**src/rtl/ifetch_pkg.sv**
```systemverilog
// ---------------------------------------------------------------------------
// ifetch_pkg
// Shared definitions for the instruction fetch stage: fetch FSM state
// encodings, the default reset PC, fault-flag bit indices, the instruction
// queue entry layout and a small alignment helper.
// ---------------------------------------------------------------------------
package ifetch_pkg;

    // First fetch address after reset (MIPS-style boot vector, sign-extended).
    localparam logic [63:0] IFETCH_RESETPC = 64'hFFFF_FFFF_BFC0_0000;

    // Bit positions inside the 2-bit fault field of a queue entry.
    localparam int EXCBUS  = 0;
    localparam int EXCADDR = 1;

    // Instruction queue depth; the pointer widths below assume exactly 4.
    localparam int IFQ_DEPTH = 4;

    typedef enum logic [1:0] {
        ST_FETCH = 2'd0,   // issuing a request or waiting for queue space
        ST_DROP  = 2'd1,   // outstanding request belongs to a flushed path
        ST_HALT  = 2'd2    // fault recorded, nothing fetched until redirect
    } fetch_state_t;

    // 98-bit queue payload.
    typedef struct packed {
        logic [31:0] instr;
        logic [63:0] pc;
        logic [1:0]  exc;
    } ifq_entry_t;

    function automatic logic is_word_aligned(input logic [63:0] addr);
        return (addr[1:0] == 2'b00);
    endfunction

endpackage

```
**src/rtl/ifetch_ifq.sv**
```systemverilog
// ---------------------------------------------------------------------------
// ifetch_ifq
// 4-entry synchronous instruction queue. The head entry is presented
// combinationally so decode sees a word the cycle after it is written.
//
// Ports:
//   clk      in   clock
//   i_reset  in   synchronous active-high reset (clears pointers and storage)
//   i_flush  in   discard all entries; wins over a write in the same cycle
//   i_wr     in   push i_wdata at the tail
//   i_wdata  in   98-bit entry {instr, pc, exc}
//   i_rd     in   pop the head (only asserted when o_count != 0)
//   o_head   out  current head entry
//   o_count  out  number of valid entries, 0..4
// ---------------------------------------------------------------------------
module ifetch_ifq
    import ifetch_pkg::*;
(
    input  logic       clk,
    input  logic       i_reset,
    input  logic       i_flush,
    input  logic       i_wr,
    input  ifq_entry_t i_wdata,
    input  logic       i_rd,
    output ifq_entry_t o_head,
    output logic [2:0] o_count
);

    logic [1:0] r_wr_ptr;
    logic [1:0] r_rd_ptr;
    logic [2:0] r_count;

    ifq_entry_t w_slot [IFQ_DEPTH];

    genvar gi;
    generate
        for (gi = 0; gi < IFQ_DEPTH; gi++) begin : g_slot
            ifq_entry_t r_data;

            // Storage is cleared on reset so the head outputs read as zero.
            always_ff @(posedge clk) begin
                if (i_reset) begin
                    r_data <= '0;
                end else if (i_wr && !i_flush && (r_wr_ptr == 2'(gi))) begin
                    r_data <= i_wdata;
                end
            end

            assign w_slot[gi] = r_data;
        end
    endgenerate

    always_ff @(posedge clk) begin
        if (i_reset || i_flush) begin
            r_wr_ptr <= 2'd0;
            r_rd_ptr <= 2'd0;
            r_count  <= 3'd0;
        end else begin
            if (i_wr) begin
                r_wr_ptr <= r_wr_ptr + 2'd1;
            end
            if (i_rd) begin
                r_rd_ptr <= r_rd_ptr + 2'd1;
            end
            r_count <= r_count + {2'b00, i_wr} - {2'b00, i_rd};
        end
    end

    assign o_head  = w_slot[r_rd_ptr];
    assign o_count = r_count;

endmodule

```
**src/rtl/ifetch.sv**
```systemverilog
// ---------------------------------------------------------------------------
// ifetch
// Instruction fetch stage. Issues one outstanding word request at a time on
// the instruction memory port, queues returned words (with their PC and
// fault flags) in a 4-entry queue, and presents the queue head to decode.
// Redirects flush the queue and restart fetch; a request already on the bus
// is never withdrawn, its data is discarded instead (DROP). Bus errors and
// misaligned redirect targets produce a single faulting entry and park the
// stage in HALT until the next redirect.
//
// Ports:
//   clk       in   clock
//   reset     in   synchronous active-high reset
//   memreq    out  fetch request valid (registered)
//   memaddr   out  fetch address (registered)
//   memack    in   request accepted, memdata/memerr valid this cycle
//   memdata   in   instruction word
//   memerr    in   bus error, qualified by memack
//   rfinstr   out  queue-head instruction
//   rfpc      out  PC of rfinstr
//   rfexc     out  head fault flags: [0] bus error, [1] address error
//   rfvalid   out  queue head valid
//   rfstall   in   decode not consuming this cycle
//   redirect  in   flush and restart fetch at redirpc
//   redirpc   in   redirect target
// ---------------------------------------------------------------------------
module ifetch
    import ifetch_pkg::*;
#(
    parameter logic [63:0] RESETPC = IFETCH_RESETPC,
    parameter int          QDEPTH  = 4
) (
    input  logic        clk,
    input  logic        reset,
    output logic        memreq,
    output logic [63:0] memaddr,
    input  logic        memack,
    input  logic [31:0] memdata,
    input  logic        memerr,
    output logic [31:0] rfinstr,
    output logic [63:0] rfpc,
    output logic [1:0]  rfexc,
    output logic        rfvalid,
    input  logic        rfstall,
    input  logic        redirect,
    input  logic [63:0] redirpc
);

    localparam logic [2:0] QFULL = 3'(QDEPTH);

    fetch_state_t r_state;
    logic         r_memreq;
    logic         r_addrerr;    // misaligned target waiting to be queued
    logic [63:0]  r_fetchpc;    // address of the current/next request
    logic [63:0]  r_target;     // redirect target saved while dropping

    ifq_entry_t   w_wdata;
    ifq_entry_t   w_head;
    logic [2:0]   w_count;
    logic [2:0]   w_count_next;
    logic         w_ack;
    logic         w_deq;
    logic         w_fetch_ack;
    logic         w_addrerr_enq;
    logic         w_enq;
    logic         w_space;
    logic         w_redir_aligned;
    logic         w_target_aligned;
    logic [63:0]  w_fetchpc_inc;

    // An ack only means something while our request is on the bus; strays
    // (e.g. for a request abandoned by reset) are ignored.
    assign w_ack         = r_memreq && memack;
    assign w_deq         = (w_count != 3'd0) && !rfstall && !redirect;
    assign w_fetch_ack   = w_ack && (r_state == ST_FETCH) && !redirect;
    assign w_addrerr_enq = (r_state == ST_FETCH) && r_addrerr && !redirect;
    assign w_enq         = w_fetch_ack || w_addrerr_enq;

    always_comb begin
        w_wdata    = '0;
        w_wdata.pc = r_fetchpc;
        if (w_addrerr_enq) begin
            w_wdata.exc[EXCADDR] = 1'b1;
        end else if (memerr) begin
            w_wdata.exc[EXCBUS] = 1'b1;
        end else begin
            w_wdata.instr = memdata;
        end
    end

    // Occupancy after this edge decides whether the next request may go out,
    // which is what allows back-to-back fetch while the queue drains.
    assign w_count_next     = redirect ? 3'd0
                            : (w_count + {2'b00, w_enq} - {2'b00, w_deq});
    assign w_space          = (w_count_next < QFULL);
    assign w_fetchpc_inc    = r_fetchpc + 64'd4;
    assign w_redir_aligned  = is_word_aligned(redirpc);
    assign w_target_aligned = is_word_aligned(r_target);

    ifetch_ifq u_ifq (
        .clk     (clk),
        .i_reset (reset),
        .i_flush (redirect),
        .i_wr    (w_enq),
        .i_wdata (w_wdata),
        .i_rd    (w_deq),
        .o_head  (w_head),
        .o_count (w_count)
    );

    always_ff @(posedge clk) begin
        if (reset) begin
            r_state   <= ST_FETCH;
            r_memreq  <= 1'b0;
            r_addrerr <= 1'b0;
            r_fetchpc <= RESETPC;
            r_target  <= RESETPC;
        end else if (redirect) begin
            if (r_memreq && !memack) begin
                // Request still on the bus: keep it, discard its data later.
                r_state  <= ST_DROP;
                r_target <= redirpc;
            end else begin
                r_state   <= ST_FETCH;
                r_fetchpc <= redirpc;
                r_memreq  <= w_redir_aligned;
                r_addrerr <= !w_redir_aligned;
            end
        end else begin
            case (r_state)
                ST_FETCH: begin
                    if (r_addrerr) begin
                        // Faulting entry is written this cycle.
                        r_addrerr <= 1'b0;
                        r_state   <= ST_HALT;
                    end else if (w_ack) begin
                        if (memerr) begin
                            r_memreq <= 1'b0;
                            r_state  <= ST_HALT;
                        end else begin
                            r_fetchpc <= w_fetchpc_inc;
                            r_memreq  <= w_space;
                        end
                    end else if (!r_memreq) begin
                        r_memreq <= w_space;
                    end
                end
                ST_DROP: begin
                    if (memack) begin
                        r_state   <= ST_FETCH;
                        r_fetchpc <= r_target;
                        r_memreq  <= w_target_aligned;
                        r_addrerr <= !w_target_aligned;
                    end
                end
                ST_HALT: begin
                    r_memreq <= 1'b0;
                end
                default: begin
                    r_state  <= ST_FETCH;
                    r_memreq <= 1'b0;
                end
            endcase
        end
    end

    assign memreq  = r_memreq;
    assign memaddr = r_fetchpc;
    assign rfvalid = (w_count != 3'd0);
    assign rfinstr = w_head.instr;
    assign rfpc    = w_head.pc;
    assign rfexc   = w_head.exc;

endmodule

```
**config.mk**
```make
export PLATFORM = sky130hd
export DESIGN_NAME = ifetch
export DESIGN_NICKNAME = d
export VERILOG_FILES = /design/src/rtl/ifetch_pkg.sv /design/src/rtl/ifetch_ifq.sv /design/src/rtl/ifetch.sv
export SDC_FILE = /design/constraint.sdc
export NUM_CORES = 1
export LEC_CHECK = 0
export ABC_AREA = 1
export CAP_MARGIN = 20
export CORE_MARGIN = 3
export CORE_UTILIZATION = 57
export DETAILED_ROUTE_END_ITERATION = 10
export MAX_ROUTING_LAYER = met4
export PLACE_DENSITY = 0.91
export SLEW_MARGIN = 20
export SYNTH_ARGS = -nofsm -noshare
export SYNTH_HDL_FRONTEND = slang
export SYNTH_SLANG_ARGS = --single-unit
```
**constraint.sdc**
```tcl
create_clock -name clk -period 4.8 [get_ports clk]
set_clock_uncertainty 0.15 [all_clocks]
set_input_delay 0.48 -clock clk [delete_from_list [all_inputs] [get_ports clk]]
set_output_delay 0.48 -clock clk [all_outputs]
set_load 0.005 [all_outputs]
```
Yosys cells after proc, flatten, opt, wreduce, memory -nomap -nowiden
Cells that the tools add are included. W data, S select, Z words.

Register bits: 531. Bits in latches: 0. Bits in writable memories: 0. Memory bits (read-only): 0. Bits of input ports: 102. Output and inout bits: 164. Word-level logic and storage cells: 107. Memories kept: 0.

Add/subtract/negate cells: 5. Multipliers: 0. Div/mod/pow operators: 0. Magnitude comparators: 2. Equal/unequal tests: 13. Shifts and indexed selects: 0. Multiplexer cells: 35. Bitwise logic cells: 1. Reduce and logical (&&, ||, !) cells: 31.

Operator list (count): $mux W64 (6); $bmux W98 S2 (1); $mux W98 (2); $pmux W64 S2 (1); $add A64 B3 Y64 const B (1); $mux W32 (2); $mux W1 (14); $logic_and A1 B1 Y1 (13); $ne A3 B3 Y1 const B (4); $mux W2 (5); $logic_not A2 Y1 (4); $ne A4 B4 Y1 const B (2); $eq A2 B2 Y1 const B (3); $pmux W2 S3 (1); $reduce_and A3 Y1 (2); $reduce_and A6 Y1 (1); $reduce_bool A3 Y1 (2); $logic_not A1 Y1 (5); $add A2 B1 Y2 const B (2); $eq A2 B1 Y1 const B (2); $ne A2 B2 Y1 const B (2); $pmux W1 S2 (2); $reduce_and A4 Y1 (1); $add A3 B1 Y3 (1); other kinds (7) (8).

Depth between registers and ports, before layout
Gate-level depths: netlist of run 1.

Word-level depth: 13. Gate-level depth with buffers: 17. Gate-level depth less buffers: 16.

Modules after synthesis
A second synthesis of run 1 with hierarchy kept.

Cells, all modules: 4433. Area, all modules: 27677.8 um^2.

By module, submodules not included: ifetch_ifq (instances 1, cells an instance 3087, area each 19258.5 um^2, seq. area each 7987.7 um^2); ifetch (instances 1, cells an instance 1346, area each 8419.3 um^2, seq. area each 2642.5 um^2).

Least setup slack after synthesis of run 1
No wires, ideal clock.

Path kind: input-to-reg. Start: input redirect. End: register r_memreq (netlist: memreq). Setup time: 70 ps. Arrival: 2706 ps. Data required time: 4580 ps. Setup slack: 1875 ps. Stages on the path: 17. Path buffers: 1. Cell sequence: buf_2 > inv_2 > nand2_2 > a21oi_4 > inv_1 > ha_1 > inv_1 > ha_1 > fa_1 > xnor2_1 > xnor2_1 > nand2_1 > nand2_1 > nand2_1 > nand2_1 > nand2_1 > a21oi_1.

Word-level cells in the longest chain between the ends: 12. Elaborated cells between the ends (all ways): 19. Classes of those cells: add/sub: 2; order compare: 1; eq/ne: 3; mux: 7; reduce/logical: 6.

Ends and longest elaborated chain: from (decl) (line ifetch.sv:45) `input logic redirect,`; $logic_not A1 Y1 (line ifetch.sv:74, ifetch.sv:75, ifetch.sv:76); $logic_and A1 B1 Y1, on equally long branches (line ifetch.sv:75, ifetch.sv:76); $logic_or A1 B1 Y1 (line ifetch.sv:77) `assign w_enq = w_fetch_ack || w_addrerr_enq;`; $add A3 B1 Y3 (line ifetch.sv:94) `: (w_count + {2'b00, w_enq} - {2'b00, w_deq});`; $sub A3 B1 Y3 (line ifetch.sv:94); $mux W3 (line ifetch.sv:93) `assign w_count_next = redirect ? 3'd0`; $lt A3 B3 Y1 (line ifetch.sv:95) `assign w_space = (w_count_next < QFULL);`; $mux W1, on equally long branches (line ifetch.sv:144, ifetch.sv:137); $mux W1 (line ifetch.sv:136) `end else if (w_ack) begin`; $mux W1 (line ifetch.sv:132) `if (r_addrerr) begin`; $pmux W1 S2 (line ifetch.sv:130) `case (r_state)`; $mux W1 (line ifetch.sv:118) `end else if (redirect) begin`; to (signal assigned) (line ifetch.sv:126) `r_memreq <= w_redir_aligned;`; to (signal assigned) (line ifetch.sv:142) `r_memreq <= w_space;`; to (signal assigned) (line ifetch.sv:145) `r_memreq <= w_space;`; to (decl) (line ifetch.sv:52) `logic r_memreq;`.

Parallel ways exist; a longest one is shown, timed or not. The select of a mux whose other input is x is not followed. A chain may end at the register's enable or synchronous reset.

Worst setup path in the final report of run 1
Start: register u_ifq.r_rd_ptr[1]. End: output rfpc[43].

Word-level cells in the longest chain between the ends: 4.

Ends and longest elaborated chain: from (decl) (line ifetch_ifq.sv:30) `logic [1:0] r_rd_ptr;`; from (signal assigned) (line ifetch_ifq.sv:63) `r_rd_ptr <= r_rd_ptr + 2'd1;`; $not A2 Y3 (implied by the code) (line ifetch_ifq.sv:69) `assign o_head = w_slot[r_rd_ptr];`; $bmux W98 S2 (line ifetch_ifq.sv:69); $mux W98 (implied by the code) (2 in series) (line ifetch_ifq.sv:69); to (decl) (line ifetch.sv:41) `output logic [63:0] rfpc,`.

Every way passes these cells. The select of a mux whose other input is x is not followed.

==> results of run 1 <==
[worst max-delay path, stage by stage (launching register included)]
cell             delay (ns)
dfxtp_2                0.33
buf_4                  0.81
o21ai_0                0.25
o22ai_1                0.39
clkdlybuf4s50_1        0.57
[registers in the layout, summed over array words and instances, names as in the netlist]
signal               flops
memreq                   1
u_ifq.g_slot.r_data    392
u_ifq.r_rd_ptr           2
u_ifq.o_count            3
r_state                  2
u_ifq.r_wr_ptr           2
r_target                64
r_addrerr                1
memaddr                 64
[stage by stage]
step                      utilization  cell area [um2]  total power [uW]  setup WS (ns)  hold slack (ns)
after global placement          0.630            26100              6300           1.33            0.284
after global routing            0.673            27900             10900           1.01            0.102
after floorplan                     -            24300              5740           1.87            0.275
final                           0.673            27900             10600           1.12           0.0984
after CTS                       0.673            27800             10500           1.18           0.0983
after detailed placement        0.630            26100              6330           1.27            0.293
[cells in the final DEF (no fill, tap or decap), types with 4 or more instances in the layout]
cell type        synthesis  final
nand2_1                858    857
dfxtp_1                531    529
a21oi_1                473    473
o21ai_0                443    443
nor2_1                 337    336
clkdlybuf4s50_1          0    263
o22ai_1                102    102
inv_1                   68     66
clkbuf_16                0     53
nand3_1                 51     51
o211ai_1                39     39
a21boi_0                34     34
o21ai_1                 28     28
xnor2_1                 28     28
buf_4                   67     18
clkbuf_8                 0     13
clkbuf_1               155     13
a221oi_1                10     10
clkinv_2                 0      9
a31oi_1                  8      8
nand4_1                  8      8
buf_12                   0      8
xor2_1                   7      7
ha_1                     7      7
inv_4                    0      5
nor2_4                   4      5
bufinv_16                0      5
nor3_1                   4      4
nand2_2                  3      4
nand2_4                  4      4
a22oi_1                  4      4
[synthesized netlist by cell type, drive strengths merged, types with 8 or more instances]
cell type,count
nand2,865
a221oi,10
dfxtp,531
xnor2,28
nand4,8
o21ai,471
a21boi,34
inv,75
a31oi,8
a21oi,474
nor2,343
clkbuf,157
o22ai,102
buf,196
nand3,51
o211ai,39
[per-layer routing]
layer	global-route usage	vias to the layer above	part of all wire
met5	-	-	0
met4	0.142	0	0.047
met3	0.0626	216	0.10
met2	0.495	1306	0.45
met1	0.438	11157	0.40
li1	-	11401	-
[final cells by class]
cell class	count	area, um2
clock buffer	79	1550
tap	532	666
fill	3285	13500
clock inverter	17	235
antenna	3	7.51
multi-input combinational	2464	11500
timing repair buffer	291	2940
sequential	531	10600
inverter	77	308
[worst min path at each step]
stage / end / cells after the start / slack [ns]
after floorplan: r_target[10] / 2 / 0.27
after global placement: r_target[12] / 2 / 0.28
after detailed placement: r_target[12] / 2 / 0.29
after CTS: u_ifq.g_slot[0].r_data[39] / 2 / 0.1
after global routing: u_ifq.g_slot[3].r_data[36] / 2 / 0.10
final: u_ifq.g_slot[0].r_data[39] / 2 / 0.1
[kinds of logic (layout without fill, tap and decap cells)]
group           count (synthesis)  after routing  synth area share
other cells                     0              3                 0
buf+inv                       430            464            0.0876
fa+ha+maj                       8              8           0.00444
xor+xnor                       35             35            0.0126
compound gates               1145           1145             0.252
flops                         531            531             0.438
simple gates                 1276           1276             0.205
[power by group]
group,leakage [uW],switching [uW],internal [uW]
Combinational,0.00567,815,598
Clock,0.000882,1770,2510
Sequential,0.00431,280,4590
==> impl_metrics.ini, run 1 <==
[drt]
drt-initial-drc-count = 3141
post_drt_wl_per_cell_um = 18.8
drc_errors = 0
ant_nets = 0
viasPerCell = 6.03
dr_total_vias = 24080
drt-total-wl_um = 75300
firstDrtPassIters = 6

[yosys]
avgSynthCellArea_um2 = 7.08
ys_types = 37
synth.area.top_cells = dfxtp_1 44%, nand2_1 13%, a21oi_1 9.8%, o21ai_0 9.1%, nor2_1 5.2%
synth-main-ff-cell = dfxtp_1
synth_top_area_frac = 0.438
synth_top_area_cell = dfxtp_1
async_reset_ff_frac = 0
yosysSeqAreaShare = 0.438
synth-seq-cells = 531
ys_warn_count = 0
syn_area_mm2 = 0.0243
syn_nets = 3535
synth_cells = 3425
synth_edf_count = 0

[clock_network]
clk_pin_slew_ns = 0.06
cts_tree = yes
cts_root_buf = clkbuf_16
post_cts_resized = 0
post-cts-setup-buffers = 0
clockBufferDepth = 3
h-tree-depth = 2
cts_buffers = 52
cts_sinks = 531
clock_latency_ns = 0.60
cts_hold_buf = 0

[timing]
finalMaxSlewViolations = 0
worstMarginPinSlew_ns = 1.16
clock.fmax_mhz = 271
relSlewSlack = 0.225
grt_setup_unrepaired = no
setup_viol = 0
period_share = 0.768
tns_ns = 0
period_minus_slack_ns = 3.68
finalHoldViolations = 0

[power]
peakVddDrop_v = 0.000274
leakagePower_uw = 0.0109
p_per_area_mw_per_mm2 = 379

[global_route]
grt_first_pass_wirelength_um = 117000
grt_max_degree = 199
first_global_vias = 21937
antenna_found_initial = 2
gr-total-overflow = 0
track_usage = 0.330

[place]
dp.cells = 3895
gp_congestion = 1.07
io_buffer_count = 265
hpwlAfterDp_um = 46700

[critical_path]
r2r_slack_ns = 1.80
startpoint_type = flip-flop
crit_type = flip-flop to output port
endpoint_kind = output port
r2r_cells = 16
crit_start = u_ifq.r_rd_ptr[1]
cp.required_ns = 4.17
worstPathArrival_ns = 3.05
endpoint = rfpc[43]
r2r_start = r_state[0]
rr_endpoint = memreq
path_max_fanout = 98

[die]
rows = 74
ios = 266
die-area_mm2 = 0.0451
die_width_um = 212
die_h_um = 212
core_area_mm2 = 0.0414
initial_utilization = 0.586

[hold_path]
holdCritStartpoint = reset
hold_class = input port to flip-flop

[run_status]
outcome = finished clean

[layout]
final_net_count = 3527
area_growth_pct = 14.9
fin_cells = 3994
drive_gt1_frac = 0.0405

[job]
cap_violations = 0
Note: power is estimated with default switching activity, not from simulation.
==> inputs of run 2 (changes only) <==
==> constraint.sdc (replaced) <==
create_clock -name clk -period 3.6 [get_ports clk]
set_clock_uncertainty 0.15 [all_clocks]
set_input_delay 0.36 -clock clk [delete_from_list [all_inputs] [get_ports clk]]
set_output_delay 0.36 -clock clk [all_outputs]
set_load 0.005 [all_outputs]
==> impl_metrics.ini, run 2 (synthesis gave the netlist of run 1 again) <==
[run_status]
outcome = finished clean

[critical_path]
worstPathArrival_ns = 2.87
path_max_fanout = 92
endpoint_kind = output port
startpoint_type = flip-flop
cp.required_ns = 3.09
crit_type = flip-flop to output port

[drt]
post_drt_wl_per_cell_um = 18.8
drt-initial-drc-count = 2988
firstDrtPassIters = 6
ant_nets = 0
viasPerCell = 6.08
drc_errors = 0
dr_total_vias = 24404
drt-total-wl_um = 75400

[power]
leakagePower_uw = 0.0110
clkPwrFrac = 0.400
power_uw = 14000
p_sw_frac = 0.270
p_comb_frac = 0.138
p_per_area_mw_per_mm2 = 498
power_report.internal_total_uw = 10200
seq_power_share = 0.462
p_switching_uw = 3780
peakVddDrop_v = 0.000372

[global_route]
grt_first_pass_wirelength_um = 116000
gr-total-overflow = 0
first_global_vias = 22001
track_usage = 0.326
grt_max_degree = 162
antenna_found_initial = 4

[timing]
period_share = 0.940
tns_ns = 0
setup_viol = 0
clock.fmax_mhz = 296
worstMarginPinSlew_ns = 0.899
finalMaxSlewViolations = 0
grt_setup_unrepaired = no
relSlewSlack = 0.400
period_minus_slack_ns = 3.38
finalHoldViolations = 0

[clock_network]
cts_buffers = 51
clockBufferDepth = 3
cts_root_buf = clkbuf_16
h-tree-depth = 2
clk_pin_slew_ns = 0.06
post_cts_resized = 0
cts_sinks = 531
clock_latency_ns = 0.59
cts_tree = yes
post-cts-setup-buffers = 0

[layout]
largest_reg_flops = 392
area_growth_pct = 15.8
drive_gt1_frac = 0.0469
final_common_cell = nand2_1
largest_register = u_ifq.g_slot.r_data
final_cell_mix = 857 x nand2_1, 529 x dfxtp_1, 473 x a21oi_1
final_net_count = 3547

[die]
die_h_um = 212
initial_utilization = 0.586
die-area_mm2 = 0.0451
ios = 266
rows = 74
die_width_um = 212
core_area_mm2 = 0.0414

[job]
cap_violations = 0

[place]
gp_congestion = 1.04
io_buffer_count = 265
hpwlAfterDp_um = 46900

[hold_path]
hold_class = input port to flip-flop
run 2: what timing repair did:
item	in CTS	in global routing
hold buffers	1	0
hold endpoints to repair	1	0
endpoints found under the setup margin	0	0
run 2: cell type report:
type                    count  area, um2
fillers                  3246      13300
multi-input cells        2464      11500
flip-flops and latches    531      10600
repair buffers            312       3180
clock buffers              76       1550
well taps                 532        666
inverters                  77        307
clock inverters            18        216
diodes                      6       15.0
run 2: path summary, 6_finish.rpt:
kind,start,to,slack [ns],cells after the start
min,reset,r_target[16],0.06,2
max,u_ifq.r_rd_ptr[0],rfpc[7],0.22,5
min reg2reg,r_target[9],r_target[9],0.30,2
max reg2reg,r_state[1],memreq,0.85,16
run 2: worst max-delay path, cell delays in order (launching register included):
cell	delay, ns
dfxtp_4	0.50
inv_4	0.22
buf_12	0.32
o21ai_0	0.15
o22ai_1	0.39
clkdlybuf4s50_1	0.60
run 2: per-layer routing:
layer  track usage  routed length [um]  share of wire  up-vias
li1              -                   -              -    11416
met5             -                   0              0        -
met3        0.0651                8360           0.11      217
met1         0.425               29900           0.40    11322
met4         0.147                3370          0.045        0
met2         0.493               33900           0.45     1449
run 2: through the flow:
step                utilization  hold WS (ns)  setup slack, ns  area, um2  cells
global placement          0.635         0.284            0.519      26300   3915
global route              0.678        0.0949            0.177      28100   4014
finish                    0.678        0.0587            0.217      28100   4016
CTS                       0.678        0.0611            0.329      28100   4010
detailed placement        0.635         0.289            0.454      26300   3915
floorplan                     -         0.275            0.795      24300   3425
run 2: power by group through the flow:
stage | registers [uW] | clock network, uW | logic (uW)
after CTS | 6440 | 5620 | 1910
after global placement | 6560 | 0 | 1860
after floorplan | 6350 | 0 | 1300
after global routing | 6480 | 5840 | 2110
final | 6460 | 5590 | 1940
after detailed placement | 6570 | 0 | 1890
